===== src/rtl/uart_rx_oversampled.sv =====
// UART receiver: 2-flop rx synchroniser, oversampled mid-bit sampling, false-start rejection, framing error.
// Optional parity stage when UART_RX_PARITY_EN is defined (adds PARITY_ODD and parity_error).
module uart_rx_oversampled #(
    parameter int DBITS   = 8,
    parameter int SB_TICK = 16,
    parameter int OS_RATE = 16
`ifdef UART_RX_PARITY_EN
    ,
    parameter bit PARITY_ODD = 1'b0
`endif
) (
    input  logic             clk_100MHz,
    input  logic             reset,
    input  logic             sample_tick,
    input  logic             rx,
    output logic [DBITS-1:0] data_out,
    output logic             data_ready,
    output logic             framing_error,
    output logic             busy
`ifdef UART_RX_PARITY_EN
    ,
    output logic             parity_error
`endif
);

    localparam int TW = $clog2((OS_RATE > SB_TICK) ? OS_RATE : SB_TICK);
    localparam int BW = (DBITS > 1) ? $clog2(DBITS) : 1;

    localparam logic [TW-1:0] MID_START = TW'(OS_RATE / 2 - 1);
    localparam logic [TW-1:0] MID_BIT   = TW'(OS_RATE - 1);
    localparam logic [TW-1:0] MID_STOP  = TW'(SB_TICK - 1);
    localparam logic [BW-1:0] LAST_BIT  = BW'(DBITS - 1);

    typedef enum logic [2:0] {
        IDLE,
        START,
        DATA,
`ifdef UART_RX_PARITY_EN
        PARITY,
`endif
        STOP
    } state_t;

    state_t           state, state_nxt;
    logic             rx_meta, rx_s;
    logic [TW-1:0]    tick_cnt, tick_nxt;
    logic [BW-1:0]    bit_cnt, bit_nxt;
    logic [DBITS-1:0] shift, shift_nxt, data_nxt;
    logic             ready_nxt, ferr_nxt;
`ifdef UART_RX_PARITY_EN
    logic             par_bit, par_nxt, perr_nxt, par_bad;

    // Expected parity bit makes the total count of ones even (or odd when PARITY_ODD).
    assign par_bad = (par_bit != ((^shift) ^ PARITY_ODD));
`endif

    // Synchroniser flops reset to the idle line level so release never looks like a start edge.
    always_ff @(posedge clk_100MHz or posedge reset) begin
        if (reset) begin
            rx_meta <= 1'b1;
            rx_s    <= 1'b1;
        end else begin
            rx_meta <= rx;
            rx_s    <= rx_meta;
        end
    end

    always_ff @(posedge clk_100MHz or posedge reset) begin
        if (reset) begin
            state         <= IDLE;
            tick_cnt      <= '0;
            bit_cnt       <= '0;
            shift         <= '0;
            data_out      <= '0;
            data_ready    <= 1'b0;
            framing_error <= 1'b0;
`ifdef UART_RX_PARITY_EN
            par_bit       <= 1'b0;
            parity_error  <= 1'b0;
`endif
        end else begin
            state         <= state_nxt;
            tick_cnt      <= tick_nxt;
            bit_cnt       <= bit_nxt;
            shift         <= shift_nxt;
            data_out      <= data_nxt;
            data_ready    <= ready_nxt;
            framing_error <= ferr_nxt;
`ifdef UART_RX_PARITY_EN
            par_bit       <= par_nxt;
            parity_error  <= perr_nxt;
`endif
        end
    end

    always_comb begin
        state_nxt = state;
        tick_nxt  = tick_cnt;
        bit_nxt   = bit_cnt;
        shift_nxt = shift;
        data_nxt  = data_out;
        ready_nxt = 1'b0;
        ferr_nxt  = 1'b0;
`ifdef UART_RX_PARITY_EN
        par_nxt   = par_bit;
        perr_nxt  = 1'b0;
`endif
        case (state)
            // Start edge is watched every clock so detection is not quantised to the tick.
            IDLE: begin
                if (!rx_s) begin
                    state_nxt = START;
                    tick_nxt  = '0;
                end
            end
            START: begin
                if (sample_tick) begin
                    if (tick_cnt == MID_START) begin
                        if (!rx_s) begin
                            state_nxt = DATA;
                            tick_nxt  = '0;
                            bit_nxt   = '0;
                        end else begin
                            state_nxt = IDLE;
                        end
                    end else begin
                        tick_nxt = tick_cnt + 1'b1;
                    end
                end
            end
            DATA: begin
                if (sample_tick) begin
                    if (tick_cnt == MID_BIT) begin
                        shift_nxt = {rx_s, shift[DBITS-1:1]};
                        tick_nxt  = '0;
                        if (bit_cnt == LAST_BIT) begin
`ifdef UART_RX_PARITY_EN
                            state_nxt = PARITY;
`else
                            state_nxt = STOP;
`endif
                        end else begin
                            bit_nxt = bit_cnt + 1'b1;
                        end
                    end else begin
                        tick_nxt = tick_cnt + 1'b1;
                    end
                end
            end
`ifdef UART_RX_PARITY_EN
            PARITY: begin
                if (sample_tick) begin
                    if (tick_cnt == MID_BIT) begin
                        par_nxt   = rx_s;
                        tick_nxt  = '0;
                        state_nxt = STOP;
                    end else begin
                        tick_nxt = tick_cnt + 1'b1;
                    end
                end
            end
`endif
            // Leaving mid stop bit lets a back-to-back start edge be caught without loss.
            STOP: begin
                if (sample_tick) begin
                    if (tick_cnt == MID_STOP) begin
                        state_nxt = IDLE;
                        if (!rx_s) begin
                            ferr_nxt = 1'b1;
`ifdef UART_RX_PARITY_EN
                        end else if (par_bad) begin
                            perr_nxt = 1'b1;
`endif
                        end else begin
                            ready_nxt = 1'b1;
                            data_nxt  = shift;
                        end
                    end else begin
                        tick_nxt = tick_cnt + 1'b1;
                    end
                end
            end
            default: state_nxt = IDLE;
        endcase
    end

    assign busy = (state != IDLE);

endmodule


===== config.mk =====
export PLATFORM = sky130hd
export DESIGN_NAME = uart_rx_oversampled
export DESIGN_NICKNAME = d
export VERILOG_FILES = /design/src/rtl/uart_rx_oversampled.sv
export SDC_FILE = /design/constraint.sdc
export NUM_CORES = 1
export LEC_CHECK = 0
export BUFFER_PORTS_ARGS = -buffer_cell sky130_fd_sc_hd__clkbuf_2
export CORE_MARGIN = 3
export CORE_UTILIZATION = 45
export DETAILED_ROUTE_END_ITERATION = 12
export PLACE_DENSITY_LB_ADDON = 0.08
export SYNTH_ARGS = -nofsm -noshare
export SYNTH_HDL_FRONTEND = slang
export SYNTH_SLANG_ARGS = --single-unit
export TNS_END_PERCENT = 30

===== constraint.sdc =====
create_clock -name clk_100MHz -period 1.98 [get_ports clk_100MHz]
set_clock_uncertainty 0.2 [all_clocks]
set_input_delay 0.396 -clock clk_100MHz [delete_from_list [all_inputs] [get_ports clk_100MHz]]
set_output_delay 0.396 -clock clk_100MHz [all_outputs]
set_load 0.01 [all_outputs]

==> metrics, run 1 <==
status=completed; number of global-route vias before repair=810; die height=59.8 um; Num CTS Buffers=5; row cnt=18; Mapped Cells=99; Slowest-stage cell, CP=dfrtp_2; Boundary Pins=15; PortBufs=14; Worst setup SP type=flip-flop; WHS Path Cells=0; Routed Antenna Nets=0; Reg-to-Reg End=tick_cnt[2]$_DFFE_PP0P_; sequential area share after synthesis=56.0%; most frequent cell after synthesis=dfrtp_1; area delta synth->final=15.5%; Hold Path Origin=rx_meta$_DFF_PP1_; Final TNS setup=0 ns; sw frac=32.3%; DRT iter0 DRCs=24; DRC=0; power density over the cells=1020 mW/mm^2; share of cells above drive strength 1=43.5%; Least-Margin Pin Slew=0.349 ns; sequential power share=53.0%; placed cells=145; max-cap violations=0; clock slew at reported path FFs=0.08 ns; part of the power in the clock network=22.6%; Req. time, crit path=1.38 ns; top cell type's share of synthesized area=52.0%; initial core utilization=49.8%; f_max=538 MHz; crit-path cells=or2_2, clkbuf_2; RR Startpoint=tick_cnt[0]$_DFFE_PP0P_; Commonest cells post-synth=27 x dfrtp_1, 17 x mux2_2, 8 x inv_1; NetSw=495 uW; final non-filler cell total=154; fillcell total=212; EDFF count, synth=0; Worst setup EP type=output port; VDD IR max=0.743 mV; via count=810; crit-path max FO=9; CTS root buffer=clkbuf_4; Hold Crit Class=reg -> reg; Slew Limit Headroom=76.7%; CTS Sinks=29; Clock Latency Late Sink=0.31 ns; Pwr Total=1.53 mW; layout net count=131; drt pass-1 iters=4; Yosys cell types=29; global-route wire length before repair=3.55 mm; final setup violation count=0; Syn Nets=106; Reg area=729 um^2; maximum single-stage delay on the critical path=0.49 ns; CP arrival=1.26 ns; final setup margin=0.122 ns; clock buffer depth=2; Die Wd=59.8 um; Reg2Reg Depth=5; CTS tree=done; top cells by area, synth=dfrtp_1 52%, mux2_2 15%, dfstp_2 4.0%; routability cong.=0.804; WL/cell=13.3 um; period utilization=93.9%; Final Max Tran Viols=0; Multi-input gate area=537 um^2; Syn Area/Cell=13.1 um^2; ys async rst share=100%; total wire length=2.05 mm; Leak=0.757 nW; initial antenna violation count=0; Vias/cell=5.26; r2r setup slk=0.14 ns; ys flop type=dfrtp_1; fin crit period=1.86 ns; largest net degree at the start of global routing=30; post-synth top area cell=dfrtp_1; setup repair after global routing missed its margin=false; yosys warns=0; Fin. Hold Viols=0; Setup CP Type=reg -> out; ANT cells=0; H-tree levels=2; Detailed Place HPWL=1.52 mm; internal power=1.04 mW; Netlist Area Pre-Place=0.00130 mm^2; Place WS=0.0656 ns; Comb pwr share=24.4%; flops & latches, synth=29; Post-CTS Setup Repair Bufs=0; Hold EP=rx_s$_DFF_PP1_; die area=0.00357 mm^2; gr ovfl total=0; All-Layer GR Usage=13.4%; core box area=0.00261 mm^2
[cell type report]
type / instances / area share (%)
Multi-Input combinational cell: 61 / 35.8
Timing Repair Buffer: 19 / 7.50
Clock buffer: 7 / 3.67
Tap cell: 30 / 2.50
Inverter: 8 / 2.00
Sequential cell: 29 / 48.6
[how the worst max path moves through the flow]
| stage | cells past startpoint | slack [ns] | from | end |
|---|---|---|---|---|
| finish | 2 | 0.12 | state[0]$_DFFE_PP0P_ | busy |
| global route | 2 | 0.05 | state[1]$_DFFE_PP0P_ | busy |
| CTS | 2 | 0.04 | state[0]$_DFFE_PP0P_ | busy |
| detailed placement | 5 | 0.07 | tick_cnt[0]$_DFFE_PP0P_ | tick_cnt[2]$_DFFE_PP0P_ |
| global placement | 5 | 0.10 | tick_cnt[0]$_DFFE_PP0P_ | tick_cnt[0]$_DFFE_PP0P_ |
| floorplan | 5 | 0.16 | tick_cnt[0]$_DFFE_PP0P_ | tick_cnt[0]$_DFFE_PP0P_ |
[what timing repair did]
item | 4_1_cts | 5_1_grt
hold buffers | 2 | 0
setup endpoints to repair | 0 | 11
gates resized for setup | 0 | 2
hold endpoints to repair | 28 | 0
[layer usage]
layer,global-route usage (%),routed length [um]
met3,4.54,94
met4,5.70,29
met1,17.7,928
met2,19.9,993
met5,0,0
[through the flow]
step           cell area (um^2)  util (%)  hold slack (ns)
3_5_place_dp               1420      54.5            0.148
2_1_floorplan              1300         -            0.145
4_1_cts                    1500      57.3            0.160
3_3_place_gp               1420      54.5            0.146
6_report                   1500      57.5            0.159
5_1_grt                    1500      57.5            0.167
[registers in the layout, indices dropped and copies added (netlist names)]
register       flops
data_out           8
shift              8
tick_cnt           4
bit_cnt            3
state              2
data_ready         1
framing_error      1
rx_meta            1
rx_s               1
[cell usage in the layout (no fill, tap or decap), types with 2 or more instances in the layout]
cell | synthesis | layout
ha_1 | 3 | 2
a22o_2 | 2 | 2
nand2_1 | 5 | 5
nor2_1 | 7 | 7
dlygate4sd3_1 | 0 | 2
clkbuf_4 | 0 | 5
clkbuf_2 | 0 | 14
dfstp_2 | 2 | 2
dfrtp_1 | 27 | 26
mux2_2 | 17 | 17
mux2i_1 | 3 | 3
buf_4 | 1 | 3
inv_1 | 8 | 8
o21ai_0 | 3 | 3
nand3_1 | 4 | 4
[worst max-delay path, delay by kind of cell, from the launching register on]
| kind | cells | cell delay (ns) |
|---|---|---|
| flip-flops | 1 | 0.49 |
| AND/OR/NAND/NOR | 1 | 0.32 |
| buffers and inverters | 1 | 0.14 |
[cell families (layout without fill, tap and decap cells)]
logic type	Yosys count	in the layout	share of synthesized area, %
AO/OA/AOI/OAI	10	10	6.64
AND/OR/NAND/NOR	27	27	12.8
multiplexers	21	21	18.8
buffers and inverters	9	34	2.89
adder cells (fa/ha/maj)	3	3	2.89
flip-flops	29	29	56.0
[power by group through the flow]
| stage | combinational (mW) | sequential [mW] | clock, mW |
|---|---|---|---|
| 2_1_floorplan | 0.336 | 0.764 | 0 |
| 3_3_place_gp | 0.351 | 0.813 | 0 |
| 3_5_place_dp | 0.369 | 0.822 | 0 |
| 4_1_cts | 0.374 | 0.809 | 0.363 |
| 5_1_grt | 0.424 | 0.829 | 0.389 |
| 6_report | 0.373 | 0.811 | 0.346 |
Power figures use the tool's default switching activity.
==> inputs of run 2 (changes only) <==
--- a/config.mk
+++ b/config.mk
@@ -9,6 +9,7 @@
 export CORE_MARGIN = 3
 export CORE_UTILIZATION = 45
 export DETAILED_ROUTE_END_ITERATION = 12
+export GPL_ROUTABILITY_DRIVEN = 0
 export PLACE_DENSITY_LB_ADDON = 0.08
 export SYNTH_ARGS = -nofsm -noshare
 export SYNTH_HDL_FRONTEND = slang
==> constraint.sdc (replaced) <==
create_clock -name clk_100MHz -period 1.98 [get_ports clk_100MHz]
set_clock_uncertainty 0.2 [all_clocks]
set_input_delay 0.198 -clock clk_100MHz [delete_from_list [all_inputs] [get_ports clk_100MHz]]
set_output_delay 0.198 -clock clk_100MHz [all_outputs]
set_load 0.01 [all_outputs]
==> metrics, run 2 (same netlist as run 1, synthesis figures left out) <==
status=completed (unchanged); gr ovfl total=0 (unchanged); CTS Sinks=29 (unchanged); WHS=0.0459 ns (was 0.159 ns); internal power=1.03 mW (was 1.04 mW); CTS tree=done (unchanged); row cnt=18 (unchanged); placed cell areas=0.00142 mm^2 (unchanged); Least-Margin Pin Slew=0.363 ns (was 0.349 ns); Boundary Pins=15 (unchanged); area delta synth->final=15.4% (was 15.5%); Critical Path End=tick_cnt[2]$_DFFE_PP0P_ (was busy); sequential power share=52.9% (was 53.0%); commonest non-fill, non-tap cell in the layout=dfrtp_1 (unchanged); fin crit period=1.85 ns (was 1.86 ns); power density over the cells=1020 mW/mm^2 (about the same); initial core utilization=49.8% (unchanged); WL/cell=13.3 um (unchanged); maximum single-stage delay on the critical path=0.41 ns (was 0.49 ns); clock slew at reported path FFs=0.08 ns (about the same); fillcell total=212 (unchanged); DRT iter0 DRCs=24 (unchanged); setup repair after global routing missed its margin=false (unchanged); Comb pwr share=24.4% (about the same); Vias/cell=5.26 (unchanged); DRC=0 (unchanged); RR Startpoint=tick_cnt[0]$_DFFE_PP0P_ (unchanged); number of global-route vias before repair=810 (unchanged); H-tree levels=2 (unchanged); Die Wd=59.8 um (unchanged); final setup violation count=0 (unchanged); Routed Antenna Nets=0 (unchanged); CTS root buffer=clkbuf_4 (unchanged); Detailed Place HPWL=1.52 mm (unchanged); All-Layer GR Usage=13.4% (unchanged); sw frac=32.4% (was 32.3%); crit-path cells=ha_2, and3b_2, nand2b_1, a31o_2, a22o_2 (was or2_2, clkbuf_2); Leak=0.758 nW (was 0.757 nW); initial antenna violation count=0 (unchanged); Reg area=728 um^2 (was 729 um^2); Final TNS setup=0 ns (unchanged); Reg-to-Reg End=tick_cnt[2]$_DFFE_PP0P_ (unchanged); Reg2Reg Depth=5 (unchanged); Clock Latency Late Sink=0.31 ns (about the same); Finished Cell Area=0.00150 mm^2 (about the same); layout net count=131 (unchanged); Slowest-stage cell, CP=dfrtp_1 (was dfrtp_2); Num CTS Buffers=5 (unchanged); largest net degree at the start of global routing=30 (unchanged); CP arrival=1.85 ns (was 1.26 ns); NetSw=495 uW (about the same); core box area=0.00261 mm^2 (unchanged); Worst setup SP type=flip-flop (unchanged); f_max=541 MHz (was 538 MHz); VDD IR max=0.743 mV (about the same); crit-path max FO=6 (was 9); Hold Crit Class=in -> reg (was reg -> reg); drt pass-1 iters=4 (unchanged); Slew Limit Headroom=75.8% (was 76.7%); die area=0.00357 mm^2 (unchanged); ANT cells=0 (unchanged); share of cells above drive strength 1=42.7% (was 43.5%); total wire length=2.05 mm (unchanged); global-route wire length before repair=3.55 mm (unchanged); part of the power in the clock network=22.7% (was 22.6%); Fin. Hold Viols=0 (unchanged); Req. time, crit path=1.99 ns (was 1.38 ns); Worst setup EP type=flip-flop (was output port); PortBufs=14 (unchanged); Final Max Tran Viols=0 (unchanged); top flop regs=data_out x8, shift x8, tick_cnt x4 (unchanged); max-cap violations=0 (unchanged); Setup CP Type=reg -> reg (was reg -> out); Multi-input gate area=537 um^2 (unchanged); via count=810 (unchanged); Post-CTS Setup Repair Bufs=0 (unchanged); commonest cells after routing, fill and taps aside=27 x dfrtp_1, 17 x mux2_2, 14 x clkbuf_2 (was 26 x dfrtp_1, 17 x mux2_2, 14 x clkbuf_2); crit path launch=tick_cnt[0]$_DFFE_PP0P_ (was state[0]$_DFFE_PP0P_); r2r setup slk=0.13 ns (was 0.14 ns); period utilization=93.3% (was 93.9%); die height=59.8 um (unchanged); clock buffer depth=2 (unchanged)
## run 2: cell counts in the layout (fill, tap and decap cells not counted)
No cell type changed its count.
## run 2: area by class of cell
type                    count  share of cell area (%)
flip-flops and latches     29                    48.5
multi-input cells          61                    35.8
repair buffers             19                    7.51
clock buffers               7                    3.67
well taps                  30                    2.50
inverters                   8                    2.00
## run 2: stage by stage
stage                     util (%)  std cells  setup slack (ns)  power, mW
after global placement        54.5        145             0.101       1.16
after detailed placement      54.5        145            0.0656       1.19
after CTS                     57.3        154            0.0535       1.55
after global routing          57.4        154            0.0549       1.64
final                         57.4        154             0.133       1.53
after floorplan                  -         99             0.155       1.10
## run 2: timing repair
| item | in CTS | in global routing |
|---|---|---|
| endpoints found under the hold margin | 28 | 0 |
| hold buffers | 2 | 0 |
| gates resized for setup | 0 | 1 |
| endpoints found under the setup margin | 0 | 10 |
## run 2: per-layer routing
layer | track usage, % | part of all wire [%] | vias to the layer above
met3 | 4.54 | 4.6 | 5
met2 | 19.9 | 49 | 16
met4 | 5.70 | 1.4 | 0
met5 | 0 | 0 | -
li1 | - | - | 397
met1 | 17.7 | 45 | 392
## run 2: power by group through the flow
stage | sequential, mW | combinational (mW) | clock (mW)
finish | 0.808 | 0.373 | 0.346
global route | 0.826 | 0.424 | 0.389
CTS | 0.809 | 0.374 | 0.363
detailed placement | 0.822 | 0.369 | 0
global placement | 0.813 | 0.351 | 0
floorplan | 0.764 | 0.336 | 0
## run 2: worst min-delay path by stage
| stage | startpoint | end | slack, ns | cells after the start |
|---|---|---|---|---|
| after floorplan | rx | rx_meta$_DFF_PP1_ | 0.002 | 0 |
| after global placement | reset | data_out[3]$_DFFE_PP0P_ | 0.06 | 3 |
| after detailed placement | reset | data_out[3]$_DFFE_PP0P_ | 0.06 | 3 |
| after CTS | sample_tick | framing_error$_DFF_PP0_ | 0.03 | 3 |
| after global routing | sample_tick | framing_error$_DFF_PP0_ | 0.06 | 3 |
| final | sample_tick | framing_error$_DFF_PP0_ | 0.05 | 3 |
## run 2: worst max-delay path: cells and delay by family, from the launching register on
kind	cells	cell delay, ns
adders and majority gates	1	0.24
and+or+nand+nor	2	0.36
AOI/OAI and AO/OA	2	0.53
DFF	1	0.41
==> inputs of run 3 (changes only) <==
--- a/config.mk
+++ b/config.mk
@@ -11,6 +11,7 @@
 export DETAILED_ROUTE_END_ITERATION = 12
 export GPL_ROUTABILITY_DRIVEN = 0
 export PLACE_DENSITY_LB_ADDON = 0.08
+export SETUP_SLACK_MARGIN = 0.3
 export SYNTH_ARGS = -nofsm -noshare
 export SYNTH_HDL_FRONTEND = slang
 export SYNTH_SLANG_ARGS = --single-unit
==> constraint.sdc (replaced) <==
create_clock -name clk_100MHz -period 1.98 [get_ports clk_100MHz]
set_clock_uncertainty 0.2 [all_clocks]
set_input_delay 0.396 -clock clk_100MHz [delete_from_list [all_inputs] [get_ports clk_100MHz]]
set_output_delay 0.396 -clock clk_100MHz [all_outputs]
set_load 0.01 [all_outputs]
==> metrics, run 3 (same netlist as run 1, synthesis figures left out) <==
Hold Path Origin=rx_meta$_DFF_PP1_ (was sample_tick); Worst setup SP type=flip-flop (unchanged); Leak=0.816 nW (was 0.758 nW); CTS root buffer=clkbuf_4 (unchanged); RR Startpoint=tick_cnt[0]$_DFFE_PP0P_ (unchanged); final non-filler cell total=163 (was 154); gr ovfl total=0 (unchanged); clock buffer depth=2 (unchanged); die height=59.8 um (unchanged); final setup violation count=0 (unchanged); largest net degree at the start of global routing=30 (unchanged); area delta synth->final=25.0% (was 15.4%); max-cap violations=0 (unchanged); setup repair after global routing missed its margin=true (was false); initial core utilization=49.8% (unchanged); via count=869 (was 810); Finished Core Util=62.2% (was 57.4%); global-route wire length before repair=3.63 mm (was 3.55 mm); Least-Margin Pin Slew=0.363 ns (about the same); CTS tree=done (unchanged); clock slew at reported path FFs=0.09 ns (was 0.08 ns); crit-path max FO=5 (was 6); Die Wd=59.8 um (unchanged); layout net count=139 (was 131); period utilization=89.3% (was 93.3%); f_max=566 MHz (was 541 MHz); initial antenna violation count=0 (unchanged); Worst setup EP type=flip-flop (unchanged); Slew Limit Headroom=75.8% (about the same); Detailed Place HPWL=1.53 mm (was 1.52 mm); WL/cell=14.1 um (was 13.3 um); row cnt=18 (unchanged); die area=0.00357 mm^2 (unchanged); DRT iter0 DRCs=35 (was 24); commonest non-fill, non-tap cell in the layout=dfrtp_1 (unchanged); final setup margin=0.212 ns (was 0.133 ns); Final Max Tran Viols=0 (unchanged); Hold Crit Class=reg -> reg (was in -> reg); fin crit period=1.77 ns (was 1.85 ns); Clock Latency Late Sink=0.31 ns (about the same); All-Layer GR Usage=14.1% (was 13.4%); WHS Path Cells=0 (was 3); Boundary Pins=15 (unchanged); Routed Antenna Nets=0 (unchanged); Place WS=0.179 ns (was 0.0656 ns); CP arrival=1.77 ns (was 1.85 ns); H-tree levels=2 (unchanged); Reg-to-Reg End=tick_cnt[0]$_DFFE_PP0P_ (was tick_cnt[2]$_DFFE_PP0P_); Req. time, crit path=1.98 ns (was 1.99 ns); placed cells=144 (was 145); Num CTS Buffers=5 (unchanged); ANT cells=0 (unchanged); CTS Sinks=29 (unchanged); Fin. Hold Viols=0 (unchanged); top flop regs=data_out x8, shift x8, tick_cnt x4 (unchanged); Vias/cell=5.33 (was 5.26); drt pass-1 iters=4 (unchanged); commonest cells after routing, fill and taps aside=25 x dfrtp_1, 16 x mux2_2, 14 x clkbuf_2 (was 27 x dfrtp_1, 17 x mux2_2, 14 x clkbuf_2); power density over the cells=1080 mW/mm^2 (was 1020 mW/mm^2); number of global-route vias before repair=780 (was 810); total wire length=2.29 mm (was 2.05 mm); r2r setup slk=0.21 ns (was 0.13 ns); status=completed (unchanged); Hold EP=rx_s$_DFF_PP1_ (was framing_error$_DFF_PP0_); VDD IR max=0.719 mV (was 0.743 mV); PortBufs=14 (unchanged); DRC=0 (unchanged); Setup CP Type=reg -> reg (unchanged); Final TNS setup=0 ns (unchanged); Reg2Reg Depth=5 (unchanged); share of cells above drive strength 1=51.1% (was 42.7%); core box area=0.00261 mm^2 (unchanged)
run 3: cell type report:
type | count | area, um^2
clock inverter | 1 | 5.00
multi-input combinational | 62 | 588
fill | 217 | 987
clock buffer | 7 | 65.1
timing repair buffer | 26 | 169
tap | 30 | 37.5
inverter | 8 | 30.0
sequential | 29 | 731
run 3: stage by stage:
step	total power [mW]	cell area, um^2	hold WS, ns
6_report	1.76	1630	0.160
5_1_grt	1.86	1630	0.166
4_1_cts	1.75	1600	0.162
3_5_place_dp	1.25	1440	0.148
3_3_place_gp	1.21	1440	0.148
2_1_floorplan	1.15	1330	0.145
run 3: timing repair:
action	in CTS	in global routing
gates cloned	1	0
endpoints found under the hold margin	28	0
hold buffers	2	0
pin swaps	3	1
gates resized for setup	6	4
buffers inserted	6	2
setup endpoints to repair	24	25
run 3: power by group:
group          total (mW)  switching [mW]  internal (mW)
sequential          0.774          0.0902          0.684
clock               0.398           0.193          0.206
combinational       0.585           0.289          0.297
total                1.76           0.572           1.19
run 3: worst max path at each step:
| stage | startpoint | end | slack [ns] | cells after the start |
|---|---|---|---|---|
| 6_report | tick_cnt[0]$_DFFE_PP0P_ | tick_cnt[0]$_DFFE_PP0P_ | 0.21 | 5 |
| 2_1_floorplan | tick_cnt[1]$_DFFE_PP0P_ | tick_cnt[0]$_DFFE_PP0P_ | 0.26 | 5 |
| 5_1_grt | tick_cnt[0]$_DFFE_PP0P_ | bit_cnt[1]$_DFFE_PP0P_ | 0.17 | 6 |
| 3_5_place_dp | tick_cnt[1]$_DFFE_PP0P_ | tick_cnt[0]$_DFFE_PP0P_ | 0.18 | 5 |
| 3_3_place_gp | state[0]$_DFFE_PP0P_ | data_out[5]$_DFFE_PP0P_ | 0.22 | 4 |
| 4_1_cts | tick_cnt[1]$_DFFE_PP0P_ | tick_cnt[0]$_DFFE_PP0P_ | 0.22 | 5 |
run 3: routing by layer:
layer	GRT usage, %	share of wire [%]
met1	17.7	47
met2	21.9	47
met3	5.18	5.1
met4	5.70	0.83
met5	0	0
run 3: critical path: stages, from the launching register on:
cell	delay, ns
dfrtp_1	0.42
ha_4	0.19
and3b_2	0.21
nand2b_4	0.14
a31o_4	0.24
mux2_4	0.25
